File: config.mk
export PLATFORM = sky130hd
export DESIGN_NAME = chaos_step_engine_flat
export DESIGN_NICKNAME = d
export VERILOG_FILES = /design/src/rtl/chaos_pkg.sv /design/src/rtl/chaos_step_engine_if.sv /design/src/rtl/chaos_fxp_mul.sv /design/src/rtl/chaos_step_engine.sv /design/src/flat_wrapper.sv
export SDC_FILE = /design/constraint.sdc
export NUM_CORES = 2
export LEC_CHECK = 0
export CAP_MARGIN = 30
export CORE_ASPECT_RATIO = 1.2
export CORE_MARGIN = 5
export CORE_UTILIZATION = 55
export DETAILED_ROUTE_END_ITERATION = 10
export PLACE_DENSITY = 0.72
export SYNTH_ARGS = -nofsm -noshare
export SYNTH_HDL_FRONTEND = slang
export SYNTH_SLANG_ARGS = --single-unit
export TNS_END_PERCENT = 5
File: constraint.sdc
create_clock -name clk -period 12.7 [get_ports clk]
set_input_delay 2.54 -clock clk [delete_from_list [all_inputs] [get_ports clk]]
set_output_delay 2.54 -clock clk [all_outputs]
set_load 0.01 [all_outputs]
File: src/rtl/chaos_pkg.sv
// Shared Q8.24 constants, FSM state encoding and the 36-to-32 bit saturator
// for the hyperchaotic Lorenz step engine.
package chaos_pkg;

  localparam int WIDTH     = 32;
  localparam int FRAC_BITS = 24;
  localparam int DWIDTH    = 36;

  localparam logic [WIDTH-1:0] INIT_VAL = 32'h0100_0000;

  typedef enum logic [2:0] {
    IDLE,
    MUL_XZ,
    MUL_XY,
    MUL_YZ,
    UPDATE,
    DONE
  } state_t;

  // In range only when the five top bits agree; otherwise clamp by sign.
  function automatic logic [WIDTH-1:0] sat32(input logic signed [DWIDTH-1:0] v);
    if ((&v[DWIDTH-1:WIDTH-1]) || !(|v[DWIDTH-1:WIDTH-1]))
      return v[WIDTH-1:0];
    return v[DWIDTH-1] ? 32'h8000_0000 : 32'h7FFF_FFFF;
  endfunction

endpackage

File: src/rtl/chaos_step_engine_if.sv
// PIO-side bundle of the chaos step engine: software drives reset/step/shift,
// the engine returns the state vector, step counter and acknowledge.
interface chaos_step_engine_if import chaos_pkg::*; #(
  parameter int CNT_WIDTH = 13
) ();

  logic                 chaos_reset;
  logic                 chaos_step;
  logic [31:0]          chaos_shift;
  logic                 chaos_done;
  logic [CNT_WIDTH-1:0] chaos_temp;
  logic [WIDTH-1:0]     chaos_w;
  logic [WIDTH-1:0]     chaos_x;
  logic [WIDTH-1:0]     chaos_y;
  logic [WIDTH-1:0]     chaos_z;

  modport master (
    output chaos_reset, chaos_step, chaos_shift,
    input  chaos_done, chaos_temp, chaos_w, chaos_x, chaos_y, chaos_z
  );

  modport slave (
    input  chaos_reset, chaos_step, chaos_shift,
    output chaos_done, chaos_temp, chaos_w, chaos_x, chaos_y, chaos_z
  );

endinterface

File: src/rtl/chaos_fxp_mul.sv
// Combinational signed Q8.24 multiply, truncating the 64-bit product to [55:24].
module chaos_fxp_mul import chaos_pkg::*; (
  input  logic signed [WIDTH-1:0] i_a,
  input  logic signed [WIDTH-1:0] i_b,
  output logic signed [WIDTH-1:0] o_p
);

  logic signed [2*WIDTH-1:0] w_full;
  logic                      w_unused;

  assign w_full   = i_a * i_b;
  assign o_p      = w_full[FRAC_BITS+WIDTH-1:FRAC_BITS];
  assign w_unused = ^{w_full[2*WIDTH-1:FRAC_BITS+WIDTH], w_full[FRAC_BITS-1:0]};

endmodule

File: src/rtl/chaos_step_engine.sv
// Forward-Euler hyperchaotic Lorenz integrator; one shared multiplier is
// sequenced over xz, xy and yz before a single atomic state update.
module chaos_step_engine import chaos_pkg::*; #(
  parameter int CNT_WIDTH = 13,
  parameter int MIN_SHIFT = 4
) (
  input  logic                clk,
  input  logic                reset,
  chaos_step_engine_if.slave  bus
);

  state_t r_state, w_next;

  logic                 r_step_q, r_done;
  logic [CNT_WIDTH-1:0] r_temp;
  logic signed [WIDTH-1:0] r_w, r_x, r_y, r_z;
  logic signed [WIDTH-1:0] r_pxz, r_pxy, r_pyz;
  logic signed [WIDTH-1:0] w_mul_a, w_mul_b, w_mul_p;
  logic w_start, w_unused_shift;
  logic [4:0] w_k;

  logic signed [DWIDTH-1:0] w_we, w_xe, w_ye, w_ze, w_pxze, w_pxye, w_pyze, w_yx;
  logic signed [DWIDTH-1:0] w_dw, w_dx, w_dy, w_dz;
  logic [WIDTH-1:0] w_wn, w_xn, w_yn, w_zn;

  assign w_start        = bus.chaos_step && !r_step_q;
  assign w_unused_shift = ^bus.chaos_shift[31:5];

  chaos_fxp_mul u_mul (
    .i_a (w_mul_a),
    .i_b (w_mul_b),
    .o_p (w_mul_p)
  );

  always_ff @(posedge clk or posedge reset) begin
    if (reset) r_state <= IDLE;
    else       r_state <= w_next;
  end

  always_comb begin
    w_next  = r_state;
    w_mul_a = r_x;
    w_mul_b = r_z;
    unique case (r_state)
      IDLE:    if (w_start) w_next = MUL_XZ;
      MUL_XZ:  w_next = MUL_XY;
      MUL_XY:  begin w_next = MUL_YZ; w_mul_b = r_y; end
      MUL_YZ:  begin w_next = UPDATE; w_mul_a = r_y; end
      UPDATE:  w_next = DONE;
      DONE:    if (!bus.chaos_step) w_next = IDLE;
      default: w_next = IDLE;
    endcase
    if (bus.chaos_reset) w_next = IDLE;
  end

  // Derivatives at 36 bits; constant multiplies are shift-add only (b = 2.65625).
  always_comb begin
    w_we   = {{(DWIDTH-WIDTH){r_w[WIDTH-1]}}, r_w};
    w_xe   = {{(DWIDTH-WIDTH){r_x[WIDTH-1]}}, r_x};
    w_ye   = {{(DWIDTH-WIDTH){r_y[WIDTH-1]}}, r_y};
    w_ze   = {{(DWIDTH-WIDTH){r_z[WIDTH-1]}}, r_z};
    w_pxze = {{(DWIDTH-WIDTH){r_pxz[WIDTH-1]}}, r_pxz};
    w_pxye = {{(DWIDTH-WIDTH){r_pxy[WIDTH-1]}}, r_pxy};
    w_pyze = {{(DWIDTH-WIDTH){r_pyz[WIDTH-1]}}, r_pyz};
    w_yx   = w_ye - w_xe;
    w_dx   = (w_yx <<< 3) + (w_yx <<< 1) + w_we;
    w_dy   = (w_xe <<< 5) - (w_xe <<< 2) - w_ye - w_pxze;
    w_dz   = w_pxye - ((w_ze <<< 1) + (w_ze >>> 1) + (w_ze >>> 3) + (w_ze >>> 5));
    w_dw   = -w_pyze - w_we;
    w_k    = (bus.chaos_shift[4:0] < 5'(MIN_SHIFT)) ? 5'(MIN_SHIFT) : bus.chaos_shift[4:0];
    w_wn   = sat32(w_we + (w_dw >>> w_k));
    w_xn   = sat32(w_xe + (w_dx >>> w_k));
    w_yn   = sat32(w_ye + (w_dy >>> w_k));
    w_zn   = sat32(w_ze + (w_dz >>> w_k));
  end

  always_ff @(posedge clk or posedge reset) begin
    if (reset) begin
      r_step_q <= 1'b0;
      r_done   <= 1'b0;
      r_temp   <= '0;
      r_w      <= INIT_VAL;
      r_x      <= INIT_VAL;
      r_y      <= INIT_VAL;
      r_z      <= INIT_VAL;
      r_pxz    <= '0;
      r_pxy    <= '0;
      r_pyz    <= '0;
    end else begin
      r_step_q <= bus.chaos_step;
      if (bus.chaos_reset) begin
        r_done <= 1'b0;
        r_temp <= '0;
        r_w    <= INIT_VAL;
        r_x    <= INIT_VAL;
        r_y    <= INIT_VAL;
        r_z    <= INIT_VAL;
        r_pxz  <= '0;
        r_pxy  <= '0;
        r_pyz  <= '0;
      end else begin
        unique case (r_state)
          MUL_XZ: r_pxz <= w_mul_p;
          MUL_XY: r_pxy <= w_mul_p;
          MUL_YZ: r_pyz <= w_mul_p;
          UPDATE: begin
            r_w    <= w_wn;
            r_x    <= w_xn;
            r_y    <= w_yn;
            r_z    <= w_zn;
            r_temp <= r_temp + CNT_WIDTH'(1);
            r_done <= 1'b1;
          end
          DONE:    if (!bus.chaos_step) r_done <= 1'b0;
          default: ;
        endcase
      end
    end
  end

  assign bus.chaos_done = r_done;
  assign bus.chaos_temp = r_temp;
  assign bus.chaos_w    = r_w;
  assign bus.chaos_x    = r_x;
  assign bus.chaos_y    = r_y;
  assign bus.chaos_z    = r_z;

endmodule

File: src/flat_wrapper.sv
// flat-port wrapper written by rule: the top's interface ports become plain ports
module chaos_step_engine_flat import chaos_pkg::*;
#(
  parameter int CNT_WIDTH = 13,
  parameter int MIN_SHIFT = 4
)
  (clk, reset, bus_chaos_reset, bus_chaos_step, bus_chaos_shift, bus_chaos_done, bus_chaos_temp, bus_chaos_w, bus_chaos_x, bus_chaos_y, bus_chaos_z);
  chaos_step_engine_if #(.CNT_WIDTH(CNT_WIDTH)) bus_i ();
  input  logic clk;
  input  logic reset;
  input wire logic [$bits(bus_i.chaos_reset)-1:0] bus_chaos_reset;
  input wire logic [$bits(bus_i.chaos_step)-1:0] bus_chaos_step;
  input wire logic [$bits(bus_i.chaos_shift)-1:0] bus_chaos_shift;
  output wire logic [$bits(bus_i.chaos_done)-1:0] bus_chaos_done;
  output wire logic [$bits(bus_i.chaos_temp)-1:0] bus_chaos_temp;
  output wire logic [$bits(bus_i.chaos_w)-1:0] bus_chaos_w;
  output wire logic [$bits(bus_i.chaos_x)-1:0] bus_chaos_x;
  output wire logic [$bits(bus_i.chaos_y)-1:0] bus_chaos_y;
  output wire logic [$bits(bus_i.chaos_z)-1:0] bus_chaos_z;
  assign bus_i.chaos_reset = bus_chaos_reset;
  assign bus_i.chaos_step = bus_chaos_step;
  assign bus_i.chaos_shift = bus_chaos_shift;
  assign bus_chaos_done = bus_i.chaos_done;
  assign bus_chaos_temp = bus_i.chaos_temp;
  assign bus_chaos_w = bus_i.chaos_w;
  assign bus_chaos_x = bus_i.chaos_x;
  assign bus_chaos_y = bus_i.chaos_y;
  assign bus_chaos_z = bus_i.chaos_z;
  chaos_step_engine #(.CNT_WIDTH(CNT_WIDTH), .MIN_SHIFT(MIN_SHIFT)) u_core (.clk(clk), .reset(reset), .bus(bus_i));
endmodule
==> impl_metrics.ini <==
[outcome]
status = complete, no violations

[cts]
numClockSinks = 242
root_buffer = clkbuf_16
htree_levels = 1
cts.repair.resized = 0
cts_setup_buffers = 0
numCtsBuffers = 30
cts_tree = done
cts.clk_slew.worst_paths_ps = 70
cts_hold_buf = 0
insertion_delay_ps = 680
clock_path_buffers = 3

[synth]
syn_avg_cell_area_sq_um = 8.11
post-synth-top-count-cell = inv_1
async_flop_share = 1.00
synth_largest_area_cell = fa_1
ys_ff_latch = 242
syn_area_sq_mm = 0.0741
ys_top_cells_by_count = inv_1, nand2_1, fa_1
synthFlopType = dfrtp_1
ys_types = 100
ys_top_cells_by_area = fa_1, ha_1, dfrtp_1
ys_seq_area_frac = 0.0817
synth-edff-count = 0
synth_top_area_frac = 0.310
syn_nets = 10900
syn_inst = 9147
yosysWarnings = 0

[place]
dp_hpwl_um = 239000
portBuffers = 150
place_inst = 10900
place_area_sq_mm = 0.0784
gp_congestion = 1.09

[die]
ios = 178
die_y_um = 412
start_util = 0.554
core_sq_mm = 0.134
dieArea_sq_mm = 0.142
rows = 147
die_w_um = 345

[cells_and_area]
utilization = 0.595
drive_above_1_share = 0.0567
instances_no_fill = 11000
nets = 10900
design_area_sq_mm = 0.0797
syn_to_final_growth_pct = 7.50
seqCellArea_sq_mm = 0.00606
multiInputGateArea_sq_mm = 0.0610
fill_cells = 12100

[global_routing]
grt_start_max_net_pins = 131
grt_usage = 0.408
grt_remaining_overflow = 0
grt_pass1_wl_um = 440000
grt_pass1_vias = 70400
antenna_found_initial = 22

[setup_path]
path_max_fanout = 13
cp.arrival_ps = 12400
required_ps = 13250
end_kind = flip-flop
critPathMaxStageDelay_ps = 640
cp_slowest_cell = o32ai_1
worstSetupPathType = flip-flop to flip-flop
start_kind = flip-flop

[detailed_routing]
routedWlPerCell_um = 27.0
drtAntennaViolNets = 0
drt-initial-drc-count = 7636
vias = 70400
dr_wl_met3_um = 31600
wl_um = 296000
vias_per_cell = 6.42
dr.pass1.iters = 6
drcViolationCount = 0
drt-met1-wl_um = 106000
maxUsedRoutingLayer = met5
wl_met2_um = 128000

[timing]
fin_tns_setup_ps = 0
fmaxAchievable_mhz = 84.4
slew_violations = 0
finalSetupViolations = 0
worst_pin_slew_ps = 1150
layout_min_cycle_time_ps = 11850
final_hold_viol_count = 0
slew_headroom = 0.235
period_share = 0.933
finalClockSkew_ps = 32.5
rsz0062_at_grt = no

[min_path]
hold_class = flip-flop to flip-flop

[job]
drv_cap = 0
==> flip-flops by register name, summed over array words and instances (netlist names) <==
register               count
u_core.bus.chaos_w        32
u_core.bus.chaos_x        32
u_core.bus.chaos_y        32
u_core.bus.chaos_z        32
u_core.r_pxy              32
u_core.r_pxz              32
u_core.r_pyz              32
u_core.bus.chaos_temp     13
u_core.r_state             3
u_core.bus.chaos_done      1
u_core.r_step_q            1
==> critical path, delay by kind of cell, from the launching register on <==
kind / cells / cell delay, ps
adders and majority gates: 5 / 1900
and+or+nand+nor: 9 / 2490
xor gates and xnor gates: 2 / 510
AOI/OAI and AO/OA: 19 / 5580
muxes: 1 / 150
buffers and inverters: 3 / 580
DFF: 1 / 450
==> cell type report <==
class,count,share of cell area
multi-input combinational,6975,0.765
sequential,242,0.0760
inverter,1460,0.0689
timing repair buffer,427,0.0468
tap,1788,0.0281
clock buffer,34,0.00998
clock inverter,22,0.00447
antenna,19,0.000597
==> cells in the final DEF (no fill, tap or decap), types with 29 or more instances in the layout <==
master              n
a211o_1            39
a211oi_1          111
a21boi_0           33
a21o_1            233
a21oi_1           534
a221o_1            74
a221oi_1           33
a22oi_1            60
a31oi_1            66
and2_1             87
and3_1             52
buf_4             268
clkbuf_16          30
clkdlybuf4s50_1   146
dfrtp_1           238
fa_1             1147
ha_1              553
inv_1            1453
mux2_2             42
mux2i_1           103
nand2_1          1315
nand2b_1           52
nand3_1           122
nand4_1            36
nor2_1            585
nor2b_1            29
nor3_1            138
o211ai_1           80
o21a_1             96
o21ai_0           314
o21ai_1            32
o21bai_1           45
o221ai_1           31
o22ai_1            31
o31ai_1            41
or3_1              73
xnor2_1           213
xor2_1             92
==> kinds of logic (layout without fill, tap and decap cells) <==
| kind of cell | after synthesis | after routing | synth area share |
|---|---|---|---|
| buffers and inverters | 1930 | 1943 | 0.0982 |
| muxes | 163 | 163 | 0.0246 |
| adders and majority gates | 1700 | 1700 | 0.403 |
| AOI/OAI and AO/OA | 2162 | 2162 | 0.199 |
| other | 0 | 19 | 0 |
| xor gates and xnor gates | 312 | 312 | 0.0372 |
| and+or+nand+nor | 2638 | 2638 | 0.156 |
| DFF | 242 | 242 | 0.0817 |
==> path summary, 6_finish.rpt <==
kind	from	end	slack, ps	depth (start not counted)
hold reg to reg	u_core.r_pxz[0]	u_core.r_pxz[0]	500	1
hold / removal	u_core.r_pxz[0]	u_core.r_pxz[0]	500	1
max in group asynchronous	reset	u_core.r_pyz[9]	8630	4
setup / recovery	u_core.bus.chaos_y[0]	u_core.bus.chaos_x[8]	850	39
min in group asynchronous	reset	u_core.bus.chaos_z[1]	2300	2
setup reg to reg	u_core.bus.chaos_y[0]	u_core.bus.chaos_x[8]	850	39
==> per-layer routing <==
layer,global-route usage,vias up
li1,-,30500
met3,0.0973,1221
met2,0.632,4053
met4,0.324,16
met5,0.00408,-
met1,0.489,34600
==> stage by stage <==
step	setup WS, ps	hold slack, ps
6_report	854	502
5_1_grt	290	522
4_1_cts	1150	496
3_5_place_dp	1230	483
3_3_place_gp	1030	472
2_1_floorplan	3010	454
Power is left out: the tool's default activity adds up to more than one toggle a clock period on the data nets, which glitch-free logic cannot reach.
